===== src/rtl/tohost_monitor_pkg.sv =====
// Shared definitions for the tohost monitor.
//   state_t          : monitor FSM states (RUN until exit, then terminal)
//   TOHOST_PASS_CODE : tohost value that signals a passing exit
//   timeout_half()   : LED half-period used while in TIMEOUT
// The TIMEOUT fail_code is all-ones at whatever width fail_code has.
package tohost_monitor_pkg;

    typedef enum logic [1:0] {
        ST_RUN     = 2'd0,
        ST_PASS    = 2'd1,
        ST_FAIL    = 2'd2,
        ST_TIMEOUT = 2'd3
    } state_t;

    localparam int TOHOST_PASS_CODE = 1;

    // TIMEOUT blinks four times faster than FAIL, but never below one cycle.
    function automatic int timeout_half(input int blink_div);
        return (blink_div / 4 < 1) ? 1 : blink_div / 4;
    endfunction

endpackage


===== src/rtl/tohost_monitor_blink_divider.sv =====
// Half-period divider for the status LED.
//   sysclk      : clock
//   rst         : asynchronous active-low reset
//   en          : count while high
//   clr         : restart the half-period (has priority over en)
//   half_period : cycles per LED half-period (>= 1)
//   toggle      : one-cycle pulse on the last cycle of each half-period
module tohost_monitor_blink_divider (
    input  logic        sysclk,
    input  logic        rst,
    input  logic        en,
    input  logic        clr,
    input  logic [31:0] half_period,
    output logic        toggle
);

    logic [31:0] cnt;
    logic        last;

    assign last   = (cnt == half_period - 32'd1);
    assign toggle = en && !clr && last;

    always_ff @(posedge sysclk or negedge rst) begin
        if (!rst)
            cnt <= '0;
        else if (clr)
            cnt <= '0;
        else if (en)
            cnt <= last ? '0 : cnt + 32'd1;
    end

endmodule


===== src/rtl/tohost_monitor.sv =====
// Snoops the data-memory store port for riscv-tests style writes to tohost and
// turns the exit status into sticky done/pass/fail_code plus a status LED.
//   sysclk, rst        : clock, asynchronous active-low reset
//   mem_wr_en/addr/... : store port being snooped (one cycle per store)
//   done, pass         : exit observed / exit was a pass
//   fail_code          : tohost>>1 on FAIL, all-ones on TIMEOUT, 0 otherwise
//   syscall_cnt        : even nonzero tohost writes seen, saturating at 255
//   led                : off in RUN, on in PASS, blinking in FAIL/TIMEOUT
// Optional: define TOHOST_TIMEOUT_EN to add a run-time watchdog that enters
// TIMEOUT after TIMEOUT_CYCLES cycles in RUN.
module tohost_monitor
    import tohost_monitor_pkg::*;
#(
    parameter int TOHOST_ADDR    = 16384,
    parameter int ADDR_WIDTH     = 16,
    parameter int DATA_WIDTH     = 32,
    parameter int BLINK_DIV      = 25000000,
    parameter int TIMEOUT_CYCLES = 1000000
) (
    input  logic                  sysclk,
    input  logic                  rst,
    input  logic                  mem_wr_en,
    input  logic [ADDR_WIDTH-1:0] mem_addr,
    input  logic [DATA_WIDTH-1:0] mem_wdata,
    input  logic [3:0]            mem_be,
    output logic                  done,
    output logic                  pass,
    output logic [DATA_WIDTH-2:0] fail_code,
    output logic [7:0]            syscall_cnt,
    output logic                  led
);

    localparam logic [ADDR_WIDTH-1:0] TOHOST_A = ADDR_WIDTH'(TOHOST_ADDR);

    state_t      state_q, state_d;
    logic        hit, entry, tmo_expire, blink_toggle;
    logic [31:0] half_period;

    // Only full-word stores to the tohost word count; byte offset is ignored.
    assign hit = mem_wr_en && (mem_be == 4'hF) &&
                 (mem_addr[ADDR_WIDTH-1:2] == TOHOST_A[ADDR_WIDTH-1:2]);

`ifdef TOHOST_TIMEOUT_EN
    logic [31:0] tmr;

    always_ff @(posedge sysclk or negedge rst) begin
        if (!rst)
            tmr <= '0;
        else if (state_q == ST_RUN)
            tmr <= tmr + 32'd1;
    end

    assign tmo_expire = (state_q == ST_RUN) && (tmr == 32'(TIMEOUT_CYCLES - 1));
`else
    logic unused_tmo;
    assign unused_tmo = ^32'(TIMEOUT_CYCLES);
    assign tmo_expire = 1'b0;
`endif

    logic unused_addr;
    assign unused_addr = ^mem_addr[1:0];

    // State register
    always_ff @(posedge sysclk or negedge rst) begin
        if (!rst)
            state_q <= ST_RUN;
        else
            state_q <= state_d;
    end

    // Next state: an exit store beats a coincident watchdog expiry.
    always_comb begin
        state_d = state_q;
        case (state_q)
            ST_RUN: begin
                if (hit && mem_wdata == DATA_WIDTH'(TOHOST_PASS_CODE))
                    state_d = ST_PASS;
                else if (hit && mem_wdata[0])
                    state_d = ST_FAIL;
                else if (tmo_expire)
                    state_d = ST_TIMEOUT;
            end
            default: state_d = state_q;
        endcase
    end

    // Outputs decoded from the registered state
    always_comb begin
        done = (state_q != ST_RUN);
        pass = (state_q == ST_PASS);
    end

    assign entry = (state_q == ST_RUN) && (state_d != ST_RUN);

    assign half_period = (state_q == ST_TIMEOUT) ? 32'(timeout_half(BLINK_DIV))
                                                 : 32'(BLINK_DIV);

    tohost_monitor_blink_divider u_blink (
        .sysclk      (sysclk),
        .rst         (rst),
        .en          ((state_q == ST_FAIL) || (state_q == ST_TIMEOUT)),
        .clr         (entry),
        .half_period (half_period),
        .toggle      (blink_toggle)
    );

    // Data registers only move while in RUN (or on the way out of it).
    always_ff @(posedge sysclk or negedge rst) begin
        if (!rst) begin
            fail_code   <= '0;
            syscall_cnt <= '0;
            led         <= 1'b0;
        end else begin
            if (state_q == ST_RUN) begin
                if (state_d == ST_FAIL)
                    fail_code <= mem_wdata[DATA_WIDTH-1:1];
                else if (state_d == ST_TIMEOUT)
                    fail_code <= '1;
                if (hit && !mem_wdata[0] && (mem_wdata != '0) && (syscall_cnt != 8'hFF))
                    syscall_cnt <= syscall_cnt + 8'd1;
            end
            // Every terminal state lights the LED on entry; blinking starts from there.
            if (entry)
                led <= 1'b1;
            else if (blink_toggle)
                led <= ~led;
        end
    end

endmodule

===== config.mk =====
export PLATFORM = sky130hd
export DESIGN_NAME = tohost_monitor
export DESIGN_NICKNAME = d
export VERILOG_FILES = /design/src/rtl/tohost_monitor_pkg.sv /design/src/rtl/tohost_monitor_blink_divider.sv /design/src/rtl/tohost_monitor.sv
export SDC_FILE = /design/constraint.sdc
export NUM_CORES = 1
export LEC_CHECK = 0
export CORE_MARGIN = 5
export CORE_UTILIZATION = 57
export DETAILED_ROUTE_END_ITERATION = 8
export PLACE_DENSITY = 0.9
export SYNTH_ARGS = -nofsm -noshare
export SYNTH_HDL_FRONTEND = slang
export SYNTH_HIERARCHICAL = 1
export SYNTH_SLANG_ARGS = --single-unit

===== constraint.sdc =====
create_clock -name sysclk -period 9.75 [get_ports sysclk]
set_input_delay 0.975 -clock sysclk [delete_from_list [all_inputs] [get_ports sysclk]]
set_output_delay 0.975 -clock sysclk [all_outputs]
set_load 0.01 [all_outputs]

==> run summary, run 1 <==
Hold-fix buffers, CTS: 0
Pint: 0.482 mW
Post-synth EDFFs: 0
Sequential share of power: 0.483
Final setup violation count: 0
Power density cells: 97.9 nW/um2
Layout overhead on the synthesized area: 30.2%
Max_slew headroom: 0.224
Comb pwr share: 0.093
Clk pin slew, worst setup/hold paths: 0.08 ns
Antenna-violating nets left: 0
CTS resizes: 0
Port Buffers: 94
Setup Skew: 0.0116 ns
Avg Inst Size Synth: 8.53 um2
Commonest non-fill, non-tap cell in the layout: conb_1
DRT iter0 DRCs: 364
Die height: 104 um
Tmin final: 5.54 ns
Max Cap Violations: 0
Synth Flop Type: dfrtp_1
Hold Path Cell Cnt: 2
Final hold vios: 0
Crit end category: register
Pwr Total: 0.635 mW
Routed length per placed instance: 15.2 um
Ant. Diodes: 0
Synth cell types: 56
WL final: 13.3 mm
Mapped cell area: 4980 um2
Initial Utilization: 0.577
Synth Register Bits: 74
Setup Fix Bufs, Post-CTS: 0
Gpl congestion: 0.865
Flop-to-flop setup slack: 4.21 ns
Hold Slack: 0.522 ns
Sw Share: 0.241
Synth area leader: dfrtp_1
GRT Util Overall: 0.246
Syn Inst Count: 584
RSZ-0062 raised after global routing: no
Max Clk Rate: 0.181 GHz
Synth top area share: 0.372
Vias in the first global route: 4747
Sw Pwr: 0.153 mW
Leak: 2.83 nW
Clock root buffer: clkbuf_8
Status: complete, no violations
CTS tree: yes
Die X: 104 um
Worst EP arrival: 5.77 ns
Worst min path class: register to register
DP HPWL: 9.68 mm
R2R depth: 11
Hold Startpoint: fail_code[5]$_DFFE_PN0P_
Core Area: 8640 um2
Worst VDD drop: 0.0911 mV
Row cnt: 34
Share of cells above drive strength 1: 0.0679
Worst-skew pair later-pin latency: 0.36 ns
Setup TNS: 0 ns
CP required: 9.98 ns
Post-synth ARST share: 1.00
Setup crit start kind: register
Final Util: 0.751
Non-filler cells, final: 874
Vias: 4884
Clk pwr share: 0.424
Initial antenna violation count: 0
Top post-synthesis cells by area: dfrtp_1, nor2_1, xnor2_1, a21oi_1, xor2_1
Worst Hold End: fail_code[5]$_DFFE_PN0P_
Global route overflow: 0
IO Pins: 97
Worst slew pin tran: 1.16 ns
Final #Nets: 819
CTS sink cnt: 74
Synthesis Warnings: 6
First-pass GRT wire length: 22.2 mm
H-tree depth: 3
Drt pass-1 iters: 5
Dpl cells: 858
Worst r2r src: state_q[0]$_DFF_PN0_
Max Root-Sink Buffers: 2
Final worst path period share: 0.568
Fillers: 582
Routed vias/inst: 5.59
Sequential fraction of the synthesis area: 0.372
Final Slew Violations: 0
Drc violations: 0
Reg-to-Reg End: u_blink/cnt[20]$_DFFE_PN0P_
Worst Path Max Fanout: 51
Commonest cells after routing, fill and taps aside: conb_1, nor2_1, clkdlybuf4s50_1, dfrtp_1, a21oi_1
Die ar.: 10700 um2
Kind of critical path: register to register
Total clock buffers created by CTS: 9
Pin count of the biggest net entering global routing: 75
[synthesized netlist by cell type, types with 2 or more instances]
master     number
a2111oi_0       2
a211oi_1        4
a21o_1          4
a21oi_1        41
a21oi_2        10
a221o_1         4
a22o_1          9
a31oi_1         3
and2_1          3
and3_1          7
and4_1          3
buf_2           3
buf_6          10
clkbuf_1       15
conb_1          2
dfrtp_1        74
ha_1            3
inv_1          26
mux2_2          2
mux2i_1         7
nand2_1        31
nand2b_1        8
nand3_1        28
nand3b_1        6
nand4_1        15
nor2_1         99
nor2b_1         3
nor3_1         14
nor3b_1         2
nor4_1         19
nor4_2          3
nor4b_1         2
nor4b_2         5
o2111ai_1       2
o211ai_1        4
o21ai_0         6
o21ai_1        15
o31ai_1         2
or2_2           6
or3_1          10
or4_1           5
or4_4           2
xnor2_1        34
xor2_1         19
[flip-flops by register name (all words and copies together) (netlist names)]
| name | flops |
|---|---|
| fail_code | 31 |
| syscall_cnt | 8 |
| u_blink/cnt | 32 |
| state_q | 2 |
| led | 1 |
[area by class of cell]
class | count | area, um2 | share of cell area
Sequential cell | 74 | 1850 | 0.285
Multi-Input combinational cell | 554 | 3230 | 0.497
Clock inverter | 7 | 101 | 0.0156
Timing Repair Buffer | 96 | 951 | 0.147
Clock buffer | 9 | 124 | 0.0191
Tap cell | 108 | 135 | 0.0208
Inverter | 26 | 97.6 | 0.0150
[worst max-delay path, stage by stage (launching register included)]
cell	delay, ns
dfrtp_1	1.05
nand2_1	0.82
inv_1	0.76
xnor2_1	0.19
a211oi_1	0.34
o2111ai_1	0.17
a2111oi_0	0.47
o2111ai_1	0.27
nor4b_4	0.41
a21oi_4	0.34
and3_1	0.31
a221o_1	0.27
[power groups by stage]
stage                     Combinational, mW  Sequential, mW  Clock [mW]
after floorplan                      0.0243           0.313           0
after global placement               0.0556           0.313           0
after detailed placement             0.0572           0.313           0
after CTS                            0.0577           0.307       0.270
after global routing                 0.0657           0.307       0.286
final                                0.0588           0.307       0.269
[worst max path at each step]
stage                    startpoint                     endpoint  cells after the start
4_1_cts        state_q[0]$_DFF_PN0_  u_blink/cnt[20]$_DFFE_PN0P_                     11
2_1_floorplan  state_q[0]$_DFF_PN0_  u_blink/cnt[15]$_DFFE_PN0P_                     14
6_report       state_q[0]$_DFF_PN0_  u_blink/cnt[20]$_DFFE_PN0P_                     11
3_5_place_dp   state_q[0]$_DFF_PN0_  u_blink/cnt[20]$_DFFE_PN0P_                     11
5_1_grt        state_q[0]$_DFF_PN0_  u_blink/cnt[20]$_DFFE_PN0P_                     11
3_3_place_gp   state_q[0]$_DFF_PN0_  u_blink/cnt[10]$_DFFE_PN0P_                     11
[cells by family (layout without fill, tap and decap cells)]
group           after synthesis  in the layout  synth area share
fa+ha+maj                     3              3           0.00753
simple gates                274            274             0.296
flops                        74             74             0.372
buf+inv                      54            138            0.0565
xor+xnor                     53             53            0.0931
mux                           9              9            0.0186
compound gates              115            115             0.156
other cells                   2            100           0.00151
[stage by stage]
stage / setup WS [ns] / area [um2]
final: 4.21 / 6490
after CTS: 4.29 / 6490
after floorplan: 5.89 / 5350
after global placement: 4.55 / 6260
after global routing: 3.89 / 6490
after detailed placement: 4.29 / 6260
[layer usage]
layer | up-vias | global-route usage | part of all wire
met3 | 27 | 0.0740 | 0.088
met4 | 0 | 0.0740 | 0.018
met5 | - | 0 | 0
met1 | 2318 | 0.297 | 0.40
met2 | 202 | 0.422 | 0.50
li1 | 2337 | - | -
Power figures use the tool's default switching activity.
==> run 2, diff against run 1 <==
Settings changed: CORE_UTILIZATION 57 to 53, PLACE_DENSITY 0.9 to 0.84.
Clock period 9.75 ns to 5.2 ns, I/O delays scaled along.
==> run 2 against run 1 <==
- register-to-register slack lost 2.8 ns
- maximum frequency up 48%
- via count shrank 3.3%
- cell count rose by 0.57%
- routed wire length down 5.6%
- global-route usage decreased by 1.3 points
- first-iteration DRC count fell by 24%
- sequential power grew 88%
- sequential cell count is the same
- count of clock-buffer cells in the layout up 3
- worst hold slack got worse by 0.18 ns
==> run summary, run 2 (synthesized netlist as in run 1, its figures left out) <==
Crit end category: register (unchanged)
Hold-fix buffers, CTS: 0 (unchanged)
Setup Fix Bufs, Post-CTS: 0 (unchanged)
Max incr delay on CP: 0.49 ns (was 1.05 ns)
Routed vias/inst: 5.37 (was 5.59)
Initial Utilization: 0.542 (was 0.577)
Gpl congestion: 0.830 (was 0.865)
Worst VDD drop: 0.129 mV (was 0.0911 mV)
R2R depth: 11 (unchanged)
Routed length per placed instance: 14.3 um (was 15.2 um)
Setup TNS: 0 ns (unchanged)
Row cnt: 35 (was 34)
Clock root buffer: clkbuf_8 (unchanged)
Total clock buffers created by CTS: 9 (unchanged)
Tmin final: 3.75 ns (was 5.54 ns)
Non-filler cells, final: 879 (was 874)
Final hold vios: 0 (unchanged)
Worst EP arrival: 3.98 ns (was 5.77 ns)
Vias: 4721 (was 4884)
Setup crit start kind: register (unchanged)
Final setup violation count: 0 (unchanged)
Final Slew Violations: 0 (unchanged)
Final worst path period share: 0.720 (was 0.568)
Dpl cells: 863 (was 858)
Detail Route met2 WL: 6.08 mm (was 6.62 mm)
Commonest non-fill, non-tap cell in the layout: conb_1 (unchanged)
Flop-to-flop setup slack: 1.45 ns (was 4.21 ns)
Reg-to-Reg End: u_blink/cnt[20]$_DFFE_PN0P_ (unchanged)
Worst-skew pair later-pin latency: 0.35 ns (was 0.36 ns)
CTS resizes: 0 (unchanged)
Port Buffers: 94 (unchanged)
Power density cells: 175 nW/um2 (was 97.9 nW/um2)
Largest Register: u_blink/cnt (unchanged)
CP required: 5.44 ns (was 9.98 ns)
Worst min path class: primary input to asynchronous set/reset pin (was register to register)
Die ar.: 11400 um2 (was 10700 um2)
Layout overhead on the synthesized area: 30.0% (was 30.2%)
Clk pin slew, worst setup/hold paths: 0.08 ns (about the same)
Share of cells above drive strength 1: 0.0677 (was 0.0679)
Commonest cells after routing, fill and taps aside: conb_1, nor2_1, clkdlybuf4s50_1, dfrtp_1, a21oi_1 (unchanged)
Worst r2r src: state_q[1]$_DFF_PN0_ (was state_q[0]$_DFF_PN0_)
Pwr Total: 1.13 mW (was 0.635 mW)
Kind of critical path: register to register (unchanged)
Global route overflow: 0 (unchanged)
Register area: 1850 um2 (unchanged)
Worst Path Max Fanout: 51 (unchanged)
Top Registers: u_blink/cnt x32, fail_code x31, syscall_cnt x8 (unchanged)
Status: complete, no violations (unchanged)
Drc violations: 0 (unchanged)
Worst slew pin tran: 1.15 ns (was 1.16 ns)
Wl on met1: 5.23 mm (was 5.29 mm)
Multi-input gate area: 3230 um2 (unchanged)
Max Clk Rate: 0.267 GHz (was 0.181 GHz)
Fillers: 712 (was 582)
Max reg flops: 32 (unchanged)
Pin count of the biggest net entering global routing: 75 (unchanged)
Worst-path cell chain: nand2_1 > inv_1 > xnor2_1 > a211oi_1 > o2111ai_1 > a2111oi_0 > o2111ai_1 > nor4b_4 > a21oi_4 > and3_1 > a221o_1 (unchanged)
Drt pass-1 iters: 7 (was 5)
Max_slew headroom: 0.233 (was 0.224)
DP HPWL: 9.60 mm (was 9.68 mm)
Ant. Diodes: 0 (unchanged)
RSZ-0062 raised after global routing: no (unchanged)
Max Root-Sink Buffers: 2 (unchanged)
GRT Util Overall: 0.233 (was 0.246)
Leak: 2.83 nW (about the same)
Setup Skew: 0.00897 ns (was 0.0116 ns)
Final #Nets: 821 (was 819)
IO Pins: 97 (unchanged)
WL final: 12.6 mm (was 13.3 mm)
Vias in the first global route: 4829 (was 4747)
CTS tree: yes (unchanged)
Antenna-violating nets left: 0 (unchanged)
DRT iter0 DRCs: 278 (was 364)
Top sig layer: met4 (unchanged)
Max Cap Violations: 0 (unchanged)
Die X: 107 um (was 104 um)
First-pass GRT wire length: 21.7 mm (was 22.2 mm)
CTS sink cnt: 74 (unchanged)
Detail Route met3 WL: 902 um (was 1.17 mm)
H-tree depth: 3 (unchanged)
Initial antenna violation count: 0 (unchanged)
Die height: 107 um (was 104 um)
Core Area: 9200 um2 (was 8640 um2)
Slowest CP cell: inv_1 (was dfrtp_1)
CP dominant cell by count: o2111ai_1 (unchanged)
run 2: cell count changes in the layout (fill, tap and decap cells not counted):
cell,delta
clkbuf_1,+2
buf_4,+2
inv_6,-1
clkinvlp_4,-1
bufinv_16,-1
clkinv_2,+1
clkinv_4,-1
clkbuf_8,+1
run 2: layout make-up:
type	instances	area share
inverter	26	0.0151
tap	111	0.0214
timing repair buffer	98	0.149
multi-input combinational	554	0.498
clock inverter	4	0.00792
clock buffer	12	0.0224
sequential	74	0.286
run 2: how the worst max path moves through the flow:
stage,start,endpoint,slack [ns]
floorplan,state_q[0]$_DFF_PN0_,u_blink/cnt[15]$_DFFE_PN0P_,1.34
global placement,state_q[1]$_DFF_PN0_,u_blink/cnt[18]$_DFFE_PN0P_,1.50
detailed placement,state_q[1]$_DFF_PN0_,u_blink/cnt[20]$_DFFE_PN0P_,1.45
CTS,state_q[1]$_DFF_PN0_,u_blink/cnt[20]$_DFFE_PN0P_,1.45
global route,state_q[1]$_DFF_PN0_,u_blink/cnt[20]$_DFFE_PN0P_,1.09
finish,state_q[1]$_DFF_PN0_,u_blink/cnt[20]$_DFFE_PN0P_,1.45
run 2: report_power, final:
group | switching [mW] | leakage, nW | internal (mW) | total (mW)
Sequential | 0.000431 | 0.956 | 0.575 | 0.576
Combinational | 0.0544 | 1.78 | 0.0552 | 0.110
Clock | 0.212 | 0.0966 | 0.235 | 0.447
Total | 0.267 | 2.83 | 0.866 | 1.13
run 2: routing by layer:
layer	vias to the layer above	GRT usage
li1	2341	-
met1	2219	0.271
met2	130	0.395
met3	31	0.0747
met4	0	0.0959
met5	-	0
run 2: metrics by stage:
step	utilization	hold WS, ns	cell area (um2)	worst slack (ns)
final	0.704	0.347	6480	1.45
after global routing	0.704	0.445	6480	1.09
after CTS	0.704	0.411	6480	1.45
after detailed placement	0.683	0.493	6280	1.45
after global placement	0.683	0.503	6280	1.50
after floorplan	-	0.224	5350	1.34
run 2: worst max-delay path: cells and delay by family, from the launching register on:
family,cells,cell delay [ns]
DFF,1,0.48
buffers and inverters,1,0.49
and+or+nand+nor,3,0.85
xor gates and xnor gates,1,0.18
AOI/OAI and AO/OA,6,1.63
